### src/rtl/serial_add_sched.sv
// serial_add_sched: round-robin scheduler sharing one bit-serial adder
// between two requesters; streams operands LSB-first and returns sum+cout.
//
// Ports:
//   clk, reset        clock (rising edge), async active-low reset
//   req0/a0/b0        requester 0 level request and operands
//   req1/a1/b1        requester 1 level request and operands
//   gnt0/gnt1         one-cycle accept pulses (first ADD cycle)
//   busy              high during ADD and DONE
//   done/done_id      one-cycle result-valid pulse and served requester
//   result/cout       WIDTH-bit sum and carry out, held until next done
module serial_add_sched #(
  parameter int WIDTH = 8
) (
  input  logic             clk,
  input  logic             reset,
  input  logic             req0,
  input  logic [WIDTH-1:0] a0,
  input  logic [WIDTH-1:0] b0,
  input  logic             req1,
  input  logic [WIDTH-1:0] a1,
  input  logic [WIDTH-1:0] b1,
  output logic             gnt0,
  output logic             gnt1,
  output logic             busy,
  output logic             done,
  output logic             done_id,
  output logic [WIDTH-1:0] result,
  output logic             cout
);

  localparam int CW = (WIDTH > 2) ? $clog2(WIDTH) : 1;

  typedef enum logic [1:0] {
    S_IDLE,
    S_ADD,
    S_DONE
  } state_t;

  state_t           r_state;
  logic             r_rr;
  logic [CW-1:0]    r_cnt;
  logic             r_carry;
  logic [WIDTH-1:0] r_a;
  logic [WIDTH-1:0] r_b;
  logic [WIDTH-2:0] r_sum;
  logic             r_id;
  logic             r_gnt0;
  logic             r_gnt1;
  logic             r_busy;
  logic             r_done;
  logic             r_done_id;
  logic [WIDTH-1:0] r_result;
  logic             r_cout;

  logic             w_any;
  logic             w_win;
  logic             w_s;
  logic             w_co;
  logic             w_last;
  logic [WIDTH-1:0] w_sum_nxt;

  assign w_any = req0 | req1;
  // Contention goes to the pointer; a lone request wins outright.
  assign w_win = (req0 & req1) ? r_rr : req1;

  assign w_s  = r_a[0] ^ r_b[0] ^ r_carry;
  assign w_co = (r_a[0] & r_b[0]) | (r_a[0] & r_carry) |
                (r_b[0] & r_carry);

  assign w_last = (r_cnt == CW'(WIDTH - 1));

  // Sum enters at the MSB; after WIDTH shifts bit 0 is the first sum bit.
  assign w_sum_nxt = {w_s, r_sum};

  always_ff @(posedge clk or negedge reset) begin
    if (!reset) begin
      r_state   <= S_IDLE;
      r_rr      <= 1'b0;
      r_cnt     <= '0;
      r_carry   <= 1'b0;
      r_a       <= '0;
      r_b       <= '0;
      r_sum     <= '0;
      r_id      <= 1'b0;
      r_gnt0    <= 1'b0;
      r_gnt1    <= 1'b0;
      r_busy    <= 1'b0;
      r_done    <= 1'b0;
      r_done_id <= 1'b0;
      r_result  <= '0;
      r_cout    <= 1'b0;
    end else begin
      r_gnt0 <= 1'b0;
      r_gnt1 <= 1'b0;
      r_done <= 1'b0;
      unique case (r_state)
        S_IDLE: begin
          if (w_any) begin
            r_a     <= w_win ? a1 : a0;
            r_b     <= w_win ? b1 : b0;
            r_carry <= 1'b0;
            r_cnt   <= '0;
            r_id    <= w_win;
            r_rr    <= ~w_win;
            r_gnt0  <= ~w_win;
            r_gnt1  <= w_win;
            r_busy  <= 1'b1;
            r_state <= S_ADD;
          end
        end
        S_ADD: begin
          r_a     <= r_a >> 1;
          r_b     <= r_b >> 1;
          r_carry <= w_co;
          r_sum   <= w_sum_nxt[WIDTH-1:1];
          r_cnt   <= r_cnt + 1'b1;
          if (w_last) begin
            r_result  <= w_sum_nxt;
            r_cout    <= w_co;
            r_done_id <= r_id;
            r_done    <= 1'b1;
            r_state   <= S_DONE;
          end
        end
        S_DONE: begin
          r_busy  <= 1'b0;
          r_state <= S_IDLE;
        end
        default: begin
          r_busy  <= 1'b0;
          r_state <= S_IDLE;
        end
      endcase
    end
  end

  assign gnt0    = r_gnt0;
  assign gnt1    = r_gnt1;
  assign busy    = r_busy;
  assign done    = r_done;
  assign done_id = r_done_id;
  assign result  = r_result;
  assign cout    = r_cout;

endmodule

### config.mk
export PLATFORM = sky130hd
export DESIGN_NAME = serial_add_sched
export DESIGN_NICKNAME = d
export VERILOG_FILES = /design/src/rtl/serial_add_sched.sv
export SDC_FILE = /design/constraint.sdc
export NUM_CORES = 1
export LEC_CHECK = 0
export CORE_ASPECT_RATIO = 1.75
export CORE_MARGIN = 3
export CORE_UTILIZATION = 46
export CTS_BUF_LIST = sky130_fd_sc_hd__clkbuf_8
export CTS_CLUSTER_DIAMETER = 150
export DETAILED_ROUTE_END_ITERATION = 16
export PLACE_DENSITY = 0.83
export SETUP_SLACK_MARGIN = 0.4
export SLEW_MARGIN = 20
export SYNTH_ARGS = -nofsm -noshare
export SYNTH_HDL_FRONTEND = slang
export SYNTH_SLANG_ARGS = --single-unit
### constraint.sdc
create_clock -name clk -period 3.77 [get_ports clk]
set_clock_uncertainty 0.2 [all_clocks]
set_input_delay 0.754 -clock clk [delete_from_list [all_inputs] [get_ports clk]]
set_output_delay 0.754 -clock clk [all_outputs]
set_load 0.05 [all_outputs]
==> flow_summary.json, run 1 <==
{
  "seqPwrFrac": 0.384,
  "grt_pass1_wl_um": 6800,
  "post-cts-setup-buffer-count": 0,
  "insertion_delay_ns": 0.29,
  "drive_gt1_frac": 0.121,
  "p_sw_uw": 847,
  "first_global_vias": 1514,
  "synth_top_family_by_area": "multiplexers",
  "n_antenna_cell": 0,
  "finalCriticalPeriod_ns": 2.41,
  "ir_drop_mv": 0.484,
  "antenna_found_initial": 0,
  "rsz0062_at_grt": "false",
  "clockRootBuffer": "clkbuf_8",
  "report.final.slew_viol_count": 0,
  "wl_per_cell_um": 14.5,
  "stdcell_area_um2": 2630,
  "initial_core_util": 0.484,
  "cellPowerDensity_nw_per_um2": 811,
  "end_kind": "output port",
  "pre_cts_ws_ns": 1.13,
  "max_freq_mhz": 415,
  "first_iter_violations": 28,
  "status": "completed",
  "crit_arrival_ns": 1.46,
  "setup_slack_ns": 1.36,
  "first_pass_iters": 6,
  "cp_top_family": "buffers and inverters",
  "ant_nets": 0,
  "synth_fa_ha_area_frac": 0.0222,
  "place.gp.congestion": 0.781,
  "ys_warn_count": 0,
  "cts_sinks": 45,
  "maxSlewHeadroom": 0.374,
  "holdBufCountCts": 0,
  "leakage_nw": 1.29,
  "via_per_inst": 5.34,
  "total_power_mw": 2.14,
  "switching_share": 0.397,
  "intPower_mw": 1.29,
  "p_comb_frac": 0.454,
  "drt-total-wl_um": 3960,
  "placed_area_um2": 2510,
  "seq_area_frac_synth": 0.556,
  "dr_total_vias": 1458,
  "syn_inst": 175,
  "finalSetupViolCount": 0,
  "die_y_um": 93.8,
  "grt_max_degree": 46,
  "nets": 263,
  "cts_resized": 0,
  "hp-class": "input port to asynchronous set/reset pin",
  "io-pin-count": 50,
  "critPathLaunchType": "register",
  "yosys.area_share.xor_xnor": 0,
  "synth_simple_gate_area_frac": 0.122,
  "area_growth_pct": 29.9,
  "worst_pin_slew_ns": 0.939,
  "gr-total-overflow": 0,
  "syn_nets": 214,
  "die-area_um2": 5270,
  "synth_compound_area_frac": 0.0895,
  "cts-htree-levels": 2,
  "cp_slowest_stage_delay_ns": 0.80,
  "synth_mux_area_frac": 0.149,
  "syn_area_um2": 2030,
  "die_width_um": 56.2,
  "fin_crit_sh": 0.639,
  "post-route-util": 0.629,
  "p_clk_frac": 0.162,
  "tns_ns": 0,
  "syn_avg_cell_area_um2": 11.6,
  "max-cap-violations": 0,
  "dp_hpwl_um": 2830,
  "cts_buffers": 5,
  "hold_viol": 0,
  "numPortBuffers": 49,
  "cts.clk_slew.worst_paths_ns": 0.08,
  "cp_max_fo": 2,
  "crit_type": "register to output port",
  "drcViolationCount": 0,
  "synth_cell_type_count": 28,
  "grt_usage": 0.168,
  "synth-seq-cells": 45,
  "cp_num_buf_inv": 1,
  "coreArea_um2": 4190,
  "crit_chain": "clkdlybuf4s50_1",
  "tritoncts": "yes",
  "clk_path_buf_depth": 2,
  "critical_path.slowest_cell": "clkdlybuf4s50_1",
  "critical_path_required_ns": 2.82,
  "rows": 31
}
path summary, 6_finish.rpt:
kind                       startpoint  endpoint  slack [ns]  cells after the start
setup / recovery              done_id   done_id        1.36                      1
hold / removal                  reset      gnt1        0.12                      1
setup reg to reg           r_state[0]    r_b[3]        1.60                      3
hold reg to reg                  r_id      r_id        0.28                      1
max in group asynchronous       reset    r_b[1]        2.78                      2
min in group clk                 r_id      r_id        0.28                      1
cell type report:
class | count | area, um2
multi-input combinational | 109 | 777
sequential | 45 | 1130
tap | 49 | 61.3
clock buffer | 5 | 68.8
inverter | 10 | 37.5
fill | 347 | 1560
clock inverter | 2 | 35.0
timing repair buffer | 53 | 528
state kept, by name, indices dropped and copies added, names as in the netlist, 2 cells and up:
name,cells
r_state,2
r_a,8
r_cnt,3
r_sum,7
result,8
r_b,8
metal layers:
layer	track usage	part of all wire	wire length (um)	vias up
met1	0.183	0.38	1510	707
met4	0.0713	0.019	76	0
met3	0.0358	0.043	170	7
li1	-	-	-	703
met2	0.310	0.56	2200	41
met5	0	0	0	-
cell usage in the layout (no fill, tap or decap), types with 2 or more instances in the layout:
master and instances:
clkdlybuf4s50_1 48, dfrtp_1 45, nand2_1 36, mux2i_1 16, nand3_1 14, o221ai_1 12, inv_1 9, mux2_4 8
clkbuf_8 5, o21ai_0 3, buf_4 3, o21ai_2 2, o21ai_1 2, o211ai_1 2, mux2_2 2, ha_1 2
Yosys cell counts (all sizes together):
cell    number  area [um2]
a21o         1        7.51
a21oi        1        5.00
a31oi        1        6.26
buf          9        78.8
clkbuf       2        7.51
dfrtp       45        1130
fa           1        20.0
ha           2        25.0
inv         10        37.5
mux2        10         143
mux2i       16         160
nand2       37         146
nand3       14        70.1
nor2         1        3.75
nor2b        2        15.0
nor3         1        5.00
o211ai       2        15.0
o21ai        7        42.5
o221ai      12         105
or2b         1        7.51
through the flow:
| step | hold slack (ns) | std cells |
|---|---|---|
| floorplan | 0.242 | 175 |
| global placement | 0.259 | 265 |
| detailed placement | 0.266 | 265 |
| CTS | 0.284 | 272 |
| global route | 0.129 | 273 |
| finish | 0.125 | 273 |
power groups by stage:
| stage | Sequential (mW) | Clock [mW] | Combinational (mW) |
|---|---|---|---|
| 6_report | 0.821 | 0.345 | 0.970 |
| 5_1_grt | 0.848 | 0.375 | 1.06 |
| 3_5_place_dp | 0.831 | 0 | 0.975 |
| 3_3_place_gp | 0.818 | 0 | 0.945 |
| 2_1_floorplan | 1.01 | 0 | 0.531 |
| 4_1_cts | 0.820 | 0.355 | 0.977 |
kinds of logic (layout without fill, tap and decap cells):
family,Yosys count,count (layout)
AND/OR/NAND/NOR,56,56
flip-flops,45,45
multiplexers,26,26
AO/OA/AOI/OAI,24,24
buffers and inverters,21,70
adder cells (fa/ha/maj),3,3
No activity file was read; power rests on OpenSTA's default activity.
==> run 2, diff against run 1 <==
==> constraint.sdc (replaced) <==
create_clock -name clk -period 2.53 [get_ports clk]
set_clock_uncertainty 0.2 [all_clocks]
set_input_delay 0.506 -clock clk [delete_from_list [all_inputs] [get_ports clk]]
set_output_delay 0.506 -clock clk [all_outputs]
set_load 0.05 [all_outputs]
==> flow_summary.json, run 2 (synthesis results as in run 1) <==
{
  "die-area_um2": 5270,
  "tns_ns": 0,
  "grt_max_degree": 31,
  "cts-htree-levels": 2,
  "final_cell_mix": "dfrtp_1, nand2_1, clkdlybuf4s50_1",
  "use_met3": 0.0399,
  "finalSetupViolCount": 0,
  "die_width_um": 56.2,
  "r2r_cells": 3,
  "post-place-cells": 268,
  "min-delay-start": "r_b[2]",
  "gr-total-overflow": 0,
  "coreArea_um2": 4190,
  "insertion_delay_ns": 0.30,
  "layout.cells.non_filler": 277,
  "first_iter_violations": 25,
  "post-cts-setup-buffer-count": 0,
  "leakage_nw": 1.35,
  "cellPowerDensity_nw_per_um2": 1190,
  "dp_hpwl_um": 2850,
  "clk_path_buf_depth": 2,
  "critPathLaunchType": "input port",
  "critical_path.slowest_cell": "clkdlybuf4s50_1",
  "final_common_cell": "dfrtp_1",
  "status": "completed",
  "wl_per_cell_um": 14.0,
  "regToRegStartpoint": "r_state[0]",
  "dr_total_vias": 1470,
  "report.final.slew_viol_count": 0,
  "nets": 266,
  "clockRootBuffer": "clkbuf_8",
  "grt_pass1_wl_um": 6840,
  "use_met2": 0.298,
  "cp_slowest_stage_delay_ns": 0.53,
  "reg2reg_slack_ns": 0.81,
  "maxSlewHeadroom": 0.668,
  "critical_path_required_ns": 2.48,
  "place.gp.congestion": 0.723,
  "grt_usage": 0.167,
  "initial_core_util": 0.484,
  "r2r_end": "r_b[3]",
  "numPortBuffers": 49,
  "antenna_found_initial": 0,
  "setup_slack_ns": 0.598,
  "top_usage_layer": "met2",
  "die_y_um": 93.8,
  "tritoncts": "yes",
  "cp_max_fo": 18,
  "crit_arrival_ns": 1.88,
  "via_per_inst": 5.31,
  "hold_viol": 0,
  "pre_cts_ws_ns": 0.284,
  "holdWs_ns": 0.297,
  "area_growth_pct": 31.4,
  "post-route-util": 0.636,
  "end_kind": "register",
  "fin_crit_sh": 0.764,
  "cts_buffers": 5,
  "hp-class": "register to register",
  "finalCriticalPeriod_ns": 1.93,
  "n_antenna_cell": 0,
  "first_pass_iters": 6,
  "fill_cells": 337,
  "drcViolationCount": 0,
  "ant_nets": 0,
  "rsz0062_at_grt": "false",
  "drt-total-wl_um": 3870,
  "worst_pin_slew_ns": 0.497,
  "ir_drop_mv": 0.752,
  "drive_gt1_frac": 0.136,
  "crit_chain": "clkdlybuf4s50_1 > inv_2 > o21ai_2 > buf_12 > mux2i_1 > o221ai_1",
  "first_global_vias": 1543,
  "max_freq_mhz": 518,
  "min_to": "r_b[1]",
  "rows": 31,
  "min_path_cells": 2,
  "cts.clk_slew.worst_paths_ns": 0.09,
  "use_met1": 0.184,
  "max-cap-violations": 0,
  "cts_sinks": 45,
  "crit_type": "input port to register",
  "io-pin-count": 50
}
==> run 2: stage by stage <==
| stage | power (mW) | instance area [um2] |
|---|---|---|
| floorplan | 2.29 | 2030 |
| global placement | 2.64 | 2540 |
| detailed placement | 2.70 | 2540 |
| CTS | 3.20 | 2660 |
| global route | 3.41 | 2660 |
| finish | 3.17 | 2660 |
==> run 2: final cells by class <==
cell class                 instances  area [um2]  area share
tap                               49        61.3      0.0230
clock inverter                     2        37.5      0.0141
multi-input combinational        109         778       0.292
timing repair buffer              56         539       0.203
clock buffer                       6        82.6      0.0310
sequential                        45        1130       0.423
inverter                          10        37.5      0.0141
==> run 2: worst max path at each step <==
stage	startpoint	end	slack, ns	depth (start not counted)
3_3_place_gp	req0	r_a[1]	0.38	6
3_5_place_dp	req0	r_a[0]	0.28	6
4_1_cts	done	done	0.40	1
5_1_grt	req0	r_a[0]	0.58	6
2_1_floorplan	r_cnt[0]	cout	0.92	5
6_report	req0	r_a[0]	0.60	6
==> run 2: report_power, final <==
part,switching (mW),internal (mW),leakage (nW),total [mW]
Clock,0.238,0.321,0.0574,0.559
Sequential,0.174,1.04,0.560,1.21
Combinational,0.851,0.546,0.736,1.40
==> run 2: layer usage <==
| metal | vias to the layer above | routed length (um) | share of wire |
|---|---|---|---|
| met2 | 51 | 2100 | 0.54 |
| li1 | 705 | - | - |
| met5 | - | 0 | 0 |
| met1 | 707 | 1480 | 0.38 |
| met3 | 7 | 196 | 0.051 |
| met4 | 0 | 87 | 0.023 |
==> run 2: what timing repair did <==
action,in CTS,in global routing
endpoints found under the setup margin,13,7
pin swaps,0,0
gates resized for setup,13,2
hold buffers,1,0
hold endpoints to repair,5,0
==> run 2: worst max-delay path: cells and delay by family <==
kind            cells  cell delay, ns
mux                 1            0.28
buf+inv             3            0.77
compound gates      2            0.31
